`src/rtl/fetch_predict_stage_pkg.sv`:
```
// Shared types and constants for the fetch/predict stage: widths, 2-bit
// branch counter encoding and its saturating update.
package fetch_predict_stage_pkg;

    localparam int unsigned PC_W    = 8;
    localparam int unsigned INSTR_W = 16;

    typedef enum logic [1:0] {
        SNT = 2'b00,
        WNT = 2'b01,
        WT  = 2'b10,
        ST  = 2'b11
    } cnt_e;

    localparam logic [INSTR_W-1:0] NOP = '0;

    // Saturating step of a 2-bit direction counter.
    function automatic cnt_e cnt_next(input cnt_e c, input logic taken);
        case (c)
            SNT:     return taken ? WNT : SNT;
            WNT:     return taken ? WT  : SNT;
            WT:      return taken ? ST  : WNT;
            default: return taken ? ST  : WT;
        endcase
    endfunction

endpackage

```
`src/rtl/fetch_predict_stage_if.sv`:
```
// Bundle of fetch-stage signals: instruction memory, hazard/execute feedback
// and the IF/ID register outputs toward decode.
interface fetch_predict_stage_if;
    import fetch_predict_stage_pkg::*;

    logic                 stall;
    logic [PC_W-1:0]      imem_addr;
    logic [INSTR_W-1:0]   imem_data;
    logic                 ex_update;
    logic [PC_W-1:0]      ex_pc;
    logic                 ex_taken;
    logic [PC_W-1:0]      ex_target;
    logic                 ex_mispredict;
    logic [PC_W-1:0]      ex_correct_pc;
    logic [PC_W-1:0]      pc_id;
    logic [INSTR_W-1:0]   instr_id;
    logic                 pred_taken_id;
    logic                 valid_id;
    logic                 flush_out;
    logic [15:0]          mispredict_cnt;

    modport master (
        input  stall, imem_data, ex_update, ex_pc, ex_taken, ex_target,
               ex_mispredict, ex_correct_pc,
        output imem_addr, pc_id, instr_id, pred_taken_id, valid_id,
               flush_out, mispredict_cnt
    );

    modport slave (
        output stall, imem_data, ex_update, ex_pc, ex_taken, ex_target,
               ex_mispredict, ex_correct_pc,
        input  imem_addr, pc_id, instr_id, pred_taken_id, valid_id,
               flush_out, mispredict_cnt
    );

endinterface

```
`src/rtl/fetch_predict_stage_bpt.sv`:
```
// Direct-mapped 2-bit counter table plus tagged BTB: combinational lookup on
// the fetch PC, synchronous training from the execute stage.
module branch_pred_table
    import fetch_predict_stage_pkg::*;
#(
    parameter int unsigned IDX_W    = 4,
    parameter cnt_e        CNT_INIT = WNT
) (
    input  logic            clk,
    input  logic            reset,
    input  logic [PC_W-1:0] lookup_pc,
    output logic            lookup_pred,
    output logic [PC_W-1:0] lookup_tgt,
    input  logic            upd_en,
    input  logic [PC_W-1:0] upd_pc,
    input  logic            upd_taken,
    input  logic [PC_W-1:0] upd_target
);

    localparam int unsigned DEPTH = 1 << IDX_W;
    localparam int unsigned TAG_W = PC_W - IDX_W;

    cnt_e             cnt_q [DEPTH];
    logic [DEPTH-1:0] btb_v_q;
    logic [TAG_W-1:0] btb_tag_q [DEPTH];
    logic [PC_W-1:0]  btb_tgt_q [DEPTH];

    logic [IDX_W-1:0] l_idx;
    logic [IDX_W-1:0] u_idx;
    logic [1:0]       l_cnt;

    assign l_idx       = lookup_pc[IDX_W-1:0];
    assign u_idx       = upd_pc[IDX_W-1:0];
    assign l_cnt       = cnt_q[l_idx];
    assign lookup_tgt  = btb_tgt_q[l_idx];
    assign lookup_pred = l_cnt[1] & btb_v_q[l_idx]
                       & (btb_tag_q[l_idx] == lookup_pc[PC_W-1:IDX_W]);

    always_ff @(posedge clk or negedge reset) begin
        if (!reset) begin
            btb_v_q <= '0;
            for (int unsigned i = 0; i < DEPTH; i++) begin
                cnt_q[i]     <= CNT_INIT;
                btb_tag_q[i] <= '0;
                btb_tgt_q[i] <= '0;
            end
        end else if (upd_en) begin
            cnt_q[u_idx] <= cnt_next(cnt_q[u_idx], upd_taken);
            // Not-taken outcomes only train the counter; BTB keeps its entry.
            if (upd_taken) begin
                btb_v_q[u_idx]   <= 1'b1;
                btb_tag_q[u_idx] <= upd_pc[PC_W-1:IDX_W];
                btb_tgt_q[u_idx] <= upd_target;
            end
        end
    end

endmodule

```
`src/rtl/fetch_predict_stage.sv`:
```
// Instruction fetch stage: PC register, predicted next-PC selection, IF/ID
// pipeline register and a saturating mispredict counter.
module fetch_predict_stage
    import fetch_predict_stage_pkg::*;
#(
    parameter logic [PC_W-1:0] RESET_PC = 8'h00,
    parameter int unsigned     IDX_W    = 4,
    parameter cnt_e            CNT_INIT = WNT
) (
    input logic                clk,
    input logic                reset,
    fetch_predict_stage_if.master bus
);

    localparam logic [PC_W-1:0] PC_ONE = {{(PC_W-1){1'b0}}, 1'b1};

    logic [PC_W-1:0]    pc_q;
    logic [PC_W-1:0]    pc_d;
    logic               pred;
    logic [PC_W-1:0]    pred_tgt;
    logic [PC_W-1:0]    pc_id_q;
    logic [INSTR_W-1:0] instr_id_q;
    logic               pred_id_q;
    logic               valid_id_q;
    logic [15:0]        mis_cnt_q;

    branch_pred_table #(
        .IDX_W    (IDX_W),
        .CNT_INIT (CNT_INIT)
    ) u_bpt (
        .clk         (clk),
        .reset       (reset),
        .lookup_pc   (pc_q),
        .lookup_pred (pred),
        .lookup_tgt  (pred_tgt),
        .upd_en      (bus.ex_update),
        .upd_pc      (bus.ex_pc),
        .upd_taken   (bus.ex_taken),
        .upd_target  (bus.ex_target)
    );

    always_comb begin
        pc_d = pc_q + PC_ONE;
        if (bus.ex_mispredict) pc_d = bus.ex_correct_pc;
        else if (bus.stall)    pc_d = pc_q;
        else if (pred)         pc_d = pred_tgt;
    end

    always_ff @(posedge clk or negedge reset) begin
        if (!reset) pc_q <= RESET_PC;
        else        pc_q <= pc_d;
    end

    // A redirect squashes the slot even while decode is stalled.
    always_ff @(posedge clk or negedge reset) begin
        if (!reset) begin
            pc_id_q    <= '0;
            instr_id_q <= NOP;
            pred_id_q  <= 1'b0;
            valid_id_q <= 1'b0;
        end else if (bus.ex_mispredict) begin
            pc_id_q    <= '0;
            instr_id_q <= NOP;
            pred_id_q  <= 1'b0;
            valid_id_q <= 1'b0;
        end else if (!bus.stall) begin
            pc_id_q    <= pc_q;
            instr_id_q <= bus.imem_data;
            pred_id_q  <= pred;
            valid_id_q <= 1'b1;
        end
    end

    always_ff @(posedge clk or negedge reset) begin
        if (!reset)                                 mis_cnt_q <= '0;
        else if (bus.ex_mispredict && mis_cnt_q != '1) mis_cnt_q <= mis_cnt_q + 16'd1;
    end

    assign bus.imem_addr      = pc_q;
    assign bus.pc_id          = pc_id_q;
    assign bus.instr_id       = instr_id_q;
    assign bus.pred_taken_id  = pred_id_q;
    assign bus.valid_id       = valid_id_q;
    assign bus.flush_out      = bus.ex_mispredict;
    assign bus.mispredict_cnt = mis_cnt_q;

endmodule

```
`src/flat_wrapper.sv`:
```
// flat-port wrapper written by rule: the top's interface ports become plain ports
module fetch_predict_stage_flat import fetch_predict_stage_pkg::*;
#(
    parameter logic [PC_W-1:0] RESET_PC = 8'h00,
    parameter int unsigned     IDX_W    = 4,
    parameter cnt_e            CNT_INIT = WNT
)
  (clk, reset, bus_stall, bus_imem_data, bus_ex_update, bus_ex_pc, bus_ex_taken, bus_ex_target, bus_ex_mispredict, bus_ex_correct_pc, bus_imem_addr, bus_pc_id, bus_instr_id, bus_pred_taken_id, bus_valid_id, bus_flush_out, bus_mispredict_cnt);
  fetch_predict_stage_if bus_i ();
  input logic clk;
  input logic reset;
  input wire logic [$bits(bus_i.stall)-1:0] bus_stall;
  input wire logic [$bits(bus_i.imem_data)-1:0] bus_imem_data;
  input wire logic [$bits(bus_i.ex_update)-1:0] bus_ex_update;
  input wire logic [$bits(bus_i.ex_pc)-1:0] bus_ex_pc;
  input wire logic [$bits(bus_i.ex_taken)-1:0] bus_ex_taken;
  input wire logic [$bits(bus_i.ex_target)-1:0] bus_ex_target;
  input wire logic [$bits(bus_i.ex_mispredict)-1:0] bus_ex_mispredict;
  input wire logic [$bits(bus_i.ex_correct_pc)-1:0] bus_ex_correct_pc;
  output wire logic [$bits(bus_i.imem_addr)-1:0] bus_imem_addr;
  output wire logic [$bits(bus_i.pc_id)-1:0] bus_pc_id;
  output wire logic [$bits(bus_i.instr_id)-1:0] bus_instr_id;
  output wire logic [$bits(bus_i.pred_taken_id)-1:0] bus_pred_taken_id;
  output wire logic [$bits(bus_i.valid_id)-1:0] bus_valid_id;
  output wire logic [$bits(bus_i.flush_out)-1:0] bus_flush_out;
  output wire logic [$bits(bus_i.mispredict_cnt)-1:0] bus_mispredict_cnt;
  assign bus_i.stall = bus_stall;
  assign bus_i.imem_data = bus_imem_data;
  assign bus_i.ex_update = bus_ex_update;
  assign bus_i.ex_pc = bus_ex_pc;
  assign bus_i.ex_taken = bus_ex_taken;
  assign bus_i.ex_target = bus_ex_target;
  assign bus_i.ex_mispredict = bus_ex_mispredict;
  assign bus_i.ex_correct_pc = bus_ex_correct_pc;
  assign bus_imem_addr = bus_i.imem_addr;
  assign bus_pc_id = bus_i.pc_id;
  assign bus_instr_id = bus_i.instr_id;
  assign bus_pred_taken_id = bus_i.pred_taken_id;
  assign bus_valid_id = bus_i.valid_id;
  assign bus_flush_out = bus_i.flush_out;
  assign bus_mispredict_cnt = bus_i.mispredict_cnt;
  fetch_predict_stage #(.RESET_PC(RESET_PC), .IDX_W(IDX_W), .CNT_INIT(CNT_INIT)) u_core (.clk(clk), .reset(reset), .bus(bus_i));
endmodule
```
`config.mk`:
```
export PLATFORM = sky130hd
export DESIGN_NAME = fetch_predict_stage_flat
export DESIGN_NICKNAME = d
export VERILOG_FILES = /design/src/rtl/fetch_predict_stage_pkg.sv /design/src/rtl/fetch_predict_stage_if.sv /design/src/rtl/fetch_predict_stage_bpt.sv /design/src/rtl/fetch_predict_stage.sv /design/src/flat_wrapper.sv
export SDC_FILE = /design/constraint.sdc
export NUM_CORES = 1
export LEC_CHECK = 0
export CAP_MARGIN = 10
export CORE_ASPECT_RATIO = 1.75
export CORE_MARGIN = 4
export CORE_UTILIZATION = 59
export DETAILED_ROUTE_END_ITERATION = 7
export PLACE_DENSITY = 0.86
export SLEW_MARGIN = 20
export SYNTH_ARGS = -nofsm -noshare
export SYNTH_HDL_FRONTEND = slang
export SYNTH_SLANG_ARGS = --single-unit
export TNS_END_PERCENT = 30
```
`constraint.sdc`:
```
create_clock -name clk -period 2.8 [get_ports clk]
set_input_delay 0.56 -clock clk [delete_from_list [all_inputs] [get_ports clk]]
set_output_delay 0.56 -clock clk [all_outputs]
set_load 0.05 [all_outputs]
```
* Yosys cells after proc, flatten, opt, wreduce, memory -nomap -nowiden *
Cells that the tools add are included.

word-level totals
  flip-flop bits (word level) = 290
  input port bits = 46
  output and inout port bits = 51
  word-level logic and storage cells = 120

cells by class
  $add $sub $neg = 2
  order comparisons = 6
  equal/unequal tests = 5
  multiplexer cells = 42
  bitwise gates (word level) = 5
  reductions and logical operators = 5

operators with widths
  kind                                                        number
  bitwise mux 128 bit                                         1
  bitwise mux 64 bit                                          1
  two-way mux 8 bit                                           8
  binary-select mux 8 bit (select 4 bit)                      1
  bitwise mux 32 bit                                          1
  demux 8 bit (select 4 bit)                                  1
  two-way mux 16 bit                                          2
  adder 16 x 1 -> 16 bit, second input constant               1
  binary-select mux 2 bit (select 4 bit)                      2
  binary-select mux 4 bit (select 4 bit)                      1
  demux 4 bit (select 4 bit)                                  1
  two-way mux 2 bit                                           8
  inequality test 16 bit, second input constant               1
  bitwise OR 16 bit                                           1
  two-way mux 4 bit                                           3
  >= comparator 5 bit, second input constant                  2
  less-than comparator 4 x 5 -> 1 bit, second input constant  2
  NOT 4 -> 5 bit                                              2
  adder 8 x 1 -> 8 bit, second input constant                 1
  demux 2 bit (select 4 bit)                                  1
  two-way mux 1 bit                                           8
  case mux 2 bit (3 select lines)                             1
  less-than comparator 5 x 1 -> 1 bit, second input constant  1
  binary-select mux 1 bit (select 4 bit)                      1
  10 further kinds                                            13

* Longest topological paths before layout *
Gate-level depths: netlist of run 1.

  depth in word-level cells = 9
  mapped depth = 10
  depth with buffers taken out = 8

* Modules after synthesis *
A second synthesis of run 1 with hierarchy kept.

second synthesis, totals
  cells, all modules = 928
  area total of the unflattened synthesis = 13377.8 µm²

modules (own cells, without submodules)
  module               times used  cells an instance  area an instance (µm²)
  branch_pred_table    1           697                10968.0
  fetch_predict_stage  1           231                2409.8

* Worst setup path after synthesis of run 1 *
No wires, ideal clock.

  path type = register to register
  start point = register u_core.pc_q[1], in the netlist u_core.bus.imem_addr[1]
  end point = register u_core.pc_q[5], in the netlist u_core.bus.imem_addr[5]
  arrival time = 2.732 ns
  required time = 2.665 ns
  path slack = -0.066 ns
  cell stages (with the launch flop) = 9
  path buffers = 4
  period minus slack after synthesis = 2.866 ns
  cell sequence = dfrtp_1 > buf_2 > buf_2 > clkbuf_1 > clkbuf_1 > mux4_2 > mux4_2 > nand4_1 > o311ai_1

between the ends
  word-level cells in the longest chain between the ends = 9
  elaborated cells between the ends (all ways) = 19
  those cells by class = add/sub (1); eq/ne (1); mux (14); bitwise (3)

RTL lines
  element                                                                                                  line                                                                                         RTL
  start: declaration                                                                                       fetch_predict_stage.sv:17                                                                    logic [PC_W-1:0] pc_q;
  start signal: assignment                                                                                 fetch_predict_stage.sv:51                                                                    else pc_q <= pc_d;
  NOT 4 -> 5 bit (not written as such)                                                                     fetch_predict_stage_bpt.sv:34, fetch_predict_stage_bpt.sv:35, fetch_predict_stage_bpt.sv:37
  binary-select mux 4 bit (select 4 bit) / binary-select mux 2 bit (select 4 bit) (equally long branches)  fetch_predict_stage_bpt.sv:37, fetch_predict_stage_bpt.sv:34
  two-way mux 4 bit (not written as such) / two-way mux 2 bit (equally long branches) (2 in series)        fetch_predict_stage_bpt.sv:37, fetch_predict_stage_bpt.sv:34
  == test 4 bit / bitwise AND 1 bit (equally long branches)                                                fetch_predict_stage_bpt.sv:37, fetch_predict_stage_bpt.sv:36
  bitwise AND 1 bit                                                                                        fetch_predict_stage_bpt.sv:37                                                                & (btb_tag_q[l_idx] == lookup_pc[PC_W-1:IDX_W]);
  two-way mux 8 bit *                                                                                      fetch_predict_stage.sv:46                                                                    else if (pred) pc_d = pred_tgt;
  two-way mux 8 bit *                                                                                      fetch_predict_stage.sv:45                                                                    else if (bus.stall) pc_d = pc_q;
  two-way mux 8 bit *                                                                                      fetch_predict_stage.sv:44                                                                    if (bus.ex_mispredict) pc_d = bus.ex_correct_pc;

Every way passes the cells marked *; elsewhere a longest branch is shown, timed or not. The select of a mux whose other input is x is not followed.
A chain may end at the register's enable or synchronous reset.

* Worst setup path after layout of run 1 *
  start point = register u_core.pc_q[0], in the netlist u_core.bus.imem_addr[0]
  end point = register u_core.pred_id_q, in the netlist u_core.bus.pred_taken_id

between the ends
  word-level cells in the longest chain between the ends = 8
  elaborated cells between the ends (all ways) = 14
  those cells by class = eq/ne (1); mux (10); bitwise (3)

RTL lines
  element                                                                                                  line                                                          RTL
  NOT 4 -> 5 bit (not written as such)                                                                     fetch_predict_stage_bpt.sv:34, fetch_predict_stage_bpt.sv:37
  binary-select mux 4 bit (select 4 bit) / binary-select mux 2 bit (select 4 bit) (equally long branches)  fetch_predict_stage_bpt.sv:37, fetch_predict_stage_bpt.sv:34
  two-way mux 4 bit (not written as such) / two-way mux 2 bit (equally long branches) (2 in series)        fetch_predict_stage_bpt.sv:37, fetch_predict_stage_bpt.sv:34
  == test 4 bit / bitwise AND 1 bit (equally long branches)                                                fetch_predict_stage_bpt.sv:37, fetch_predict_stage_bpt.sv:36
  bitwise AND 1 bit *                                                                                      fetch_predict_stage_bpt.sv:37
  two-way mux 1 bit *                                                                                      fetch_predict_stage.sv:66                                     end else if (!bus.stall) begin
  two-way mux 1 bit *                                                                                      fetch_predict_stage.sv:61                                     end else if (bus.ex_mispredict) begin
  end signal: assignment                                                                                   fetch_predict_stage.sv:69                                     pred_id_q <= pred;
  end: declaration                                                                                         fetch_predict_stage.sv:23                                     logic pred_id_q;

Marks and branches as above.

==> flow_metrics.py, run 1 <==
metrics = {
    "floorplanning": {
        "die_area_mm2": 0.0252,
        "num_rows": 72,
        "pin_count": 97,
        "initial_core_util": 0.602,
        "die_w_um": 122,
        "fp.coreArea_mm2": 0.0222,
        "die_y_um": 207,
    },
    "synth": {
        "ys_seq_area_frac": 0.545,
        "syn_area_mm2": 0.0133,
        "synth_nets": 999,
        "synth-warning-count": 0,
        "synth_seq_cells": 290,
        "synthTopCellsByCount": "dfrtp_1, mux2_2, mux4_2",
        "synth.largest_area_cell": "dfrtp_1",
        "synth.avg_cell_area_um2": 14.0,
        "synth_cell_types": 46,
        "synth-edff-count": 0,
        "synth.most_common_cell": "dfrtp_1",
        "netlist_instances": 951,
        "synth_area_leaders": "dfrtp_1, mux2_2, mux4_2",
        "ys.flop_type": "dfrtp_1",
        "async_flop_share": 1.00,
        "yosys.area.top_type_share": 0.514,
    },
    "global_routing": {
        "grt_pass1_wl_um": 49500,
        "grt_pass1_vias": 8980,
        "antenna_found_initial": 1,
        "grt_use_total": 0.255,
        "grt_max_degree": 78,
        "grt-ovfl-total": 0,
    },
    "clocking": {
        "clk_pin_slew_ns": 0.07,
        "cts_resized": 0,
        "cts_htree_levels": 1,
        "cts-hold-fix-buffers": 0,
        "insertion_delay_ns": 0.53,
        "clockRootBuffer": "clkbuf_16",
        "cts.sinks": 290,
        "post_cts_buffers": 0,
        "cts_tree": "yes",
        "cts_buffer_depth": 3,
        "cts_buffers": 26,
    },
    "setup_path": {
        "cp-end-kind": "flop",
        "cp-start-kind": "flop",
        "critPathMaxStageDelay_ns": 0.56,
        "r2r_cells": 7,
        "worstSetupPathType": "reg -> reg",
        "required_ns": 3.25,
        "path_max_fanout": 11,
        "cp.arrival_ns": 3.20,
        "critical_path.cell_chain": "mux4_2, mux2i_1, xor2_1, nor2_1, a2111o_1, or3_1, a21oi_1",
        "crit_slowest_cell": "dfrtp_4",
    },
    "hold_path": {
        "hold_class": "in -> async",
    },
    "placement": {
        "dp_hpwl_um": 21100,
        "io_buffers": 96,
        "place_congestion": 0.874,
    },
    "routing": {
        "drtIter0Drc": 728,
        "detail_route.first_pass.iterations": 8,
        "wirelength_um": 31500,
        "route.antenna.remaining_nets": 0,
        "drc": 0,
        "vias": 8473,
        "wire_per_inst_um": 22.9,
        "viasPerCell": 6.16,
    },
    "pwr": {
        "power.density_mw_per_mm2": 758,
        "ir_drop_mv": 0.443,
        "leakage_nw": 7.04,
        "p_total_w": 0.0120,
    },
    "timing": {
        "fin_crit_sh": 0.982,
        "hold_viol": 0,
        "worst_slew_margin_rel": 0.408,
        "finalSetupViolations": 0,
        "fin_crit_ns": 2.75,
        "tns_ns": 0,
        "worstMarginPinSlew_ns": 0.885,
        "slew_viol_final": 0,
        "fmax_mhz": 364,
        "fin_skew_ns": 0.00941,
        "hold_ws_ns": 0.0100,
        "rsz0062_at_grt": "true",
    },
    "layout": {
        "syn2layout_area_growth_pct": 18.5,
        "drive_gt1_frac": 0.383,
        "nNetsFinal": 1110,
    },
    "run_status": {
        "outcome": "completed",
    },
    "flow_run": {
        "cap_violations": 0,
    },
}
-- metal layers --
layer | wire, µm | vias up | GRT usage
li1 | - | 3682 | -
met1 | 11500 | 4420 | 0.314
met2 | 17000 | 289 | 0.446
met3 | 1520 | 82 | 0.0365
met4 | 1420 | 0 | 0.112
met5 | 0 | - | 0
-- metrics by stage --
step	setup WS [ns]	std cells	instance area, µm²	utilization
2_1_floorplan	0.0823	951	13300	-
3_3_place_gp	-0.300	1330	14900	0.674
3_5_place_dp	-0.337	1330	14900	0.674
4_1_cts	0.117	1375	15800	0.712
5_1_grt	-0.00913	1376	15800	0.713
6_report	0.0515	1376	15800	0.713
-- state kept, by name, indices dropped and copies added, names as in the netlist --
signal	count
u_core.u_bpt.btb_tgt_q	128
u_core.u_bpt.btb_tag_q	64
u_core.u_bpt.cnt_q	32
u_core.bus.instr_id	16
u_core.bus.mispredict_cnt	16
u_core.u_bpt.btb_v_q	16
u_core.bus.imem_addr	8
u_core.bus.pc_id	8
u_core.bus.pred_taken_id	1
u_core.bus.valid_id	1
-- cell families (layout without fill, tap and decap cells) --
group / count (synthesis) / count (layout) / synth area share
xor gates and xnor gates: 24 / 24 / 0.0158
DFF: 290 / 290 / 0.545
adders and majority gates: 4 / 4 / 0.00356
AOI/OAI and AO/OA: 57 / 57 / 0.0301
muxes: 327 / 327 / 0.321
other: 0 / 1 / 0
buffers and inverters: 76 / 204 / 0.0239
and+or+nand+nor: 173 / 173 / 0.0605
-- power by group --
group / internal (W) / switching (W) / total [W]
registers: 0.00510 / 0.000554 / 0.00565
logic: 0.00149 / 0.00134 / 0.00283
clock network: 0.00198 / 0.00152 / 0.00351
total: 0.00857 / 0.00342 / 0.0120
-- final cells by class --
type	count	area (µm²)
inverter	7	26.3
tap	296	370
multi-input combinational	585	5770
timing repair buffer	152	1520
fill	1425	6350
sequential	290	7280
antenna	1	2.50
clock inverter	8	41.3
clock buffer	37	803
-- worst max-delay path: cells and delay by family, from the launching register on --
kind	cells	cell delay [ns]
simple gates	2	0.48
xor+xnor	1	0.20
compound gates	2	0.64
flops	1	0.56
mux	2	0.80
-- final timing paths --
kind	slack, ns	start	end
max	0.05	u_core.bus.imem_addr[0]	u_core.bus.pred_taken_id
min	0.01	reset	u_core.u_bpt.cnt_q[15]
max reg2reg	0.05	u_core.bus.imem_addr[0]	u_core.bus.pred_taken_id
min reg2reg	0.47	u_core.u_bpt.btb_v_q[0]	u_core.u_bpt.btb_v_q[0]
max in group asynchronous	1.92	reset	u_core.bus.imem_addr[0]
min in group clk	0.45	bus_ex_mispredict	u_core.bus.mispredict_cnt[0]
-- cell usage in the layout, fill, tap and decap left out, drive strengths merged, types with 3 or more instances in the layout --
cell type	Yosys	routed
buf	33	63
nand2b	21	21
o211ai	16	16
nand3	17	17
mux2	225	225
o2111ai	3	3
nand4	8	8
clkdlybuf4s50	0	89
o21ai	6	6
nand2	47	47
dfstp	16	16
xor2	12	12
inv	6	6
a22oi	6	6
mux4	58	58
a21oi	14	14
clkinv	1	8
mux2i	44	44
nand3b	3	3
clkbuf	36	37
nor3	7	7
xnor2	12	12
nor2	56	56
and3	4	4
dfrtp	274	274
Power figures use the tool's default switching activity.
==> run 2: changes to the inputs <==
Settings changed: GPL_ROUTABILITY_DRIVEN set to 0, SLEW_MARGIN 20 to unset.
==> results of run 2 <==
No change in the layout: final DEF, timing and power equal those of run 1.
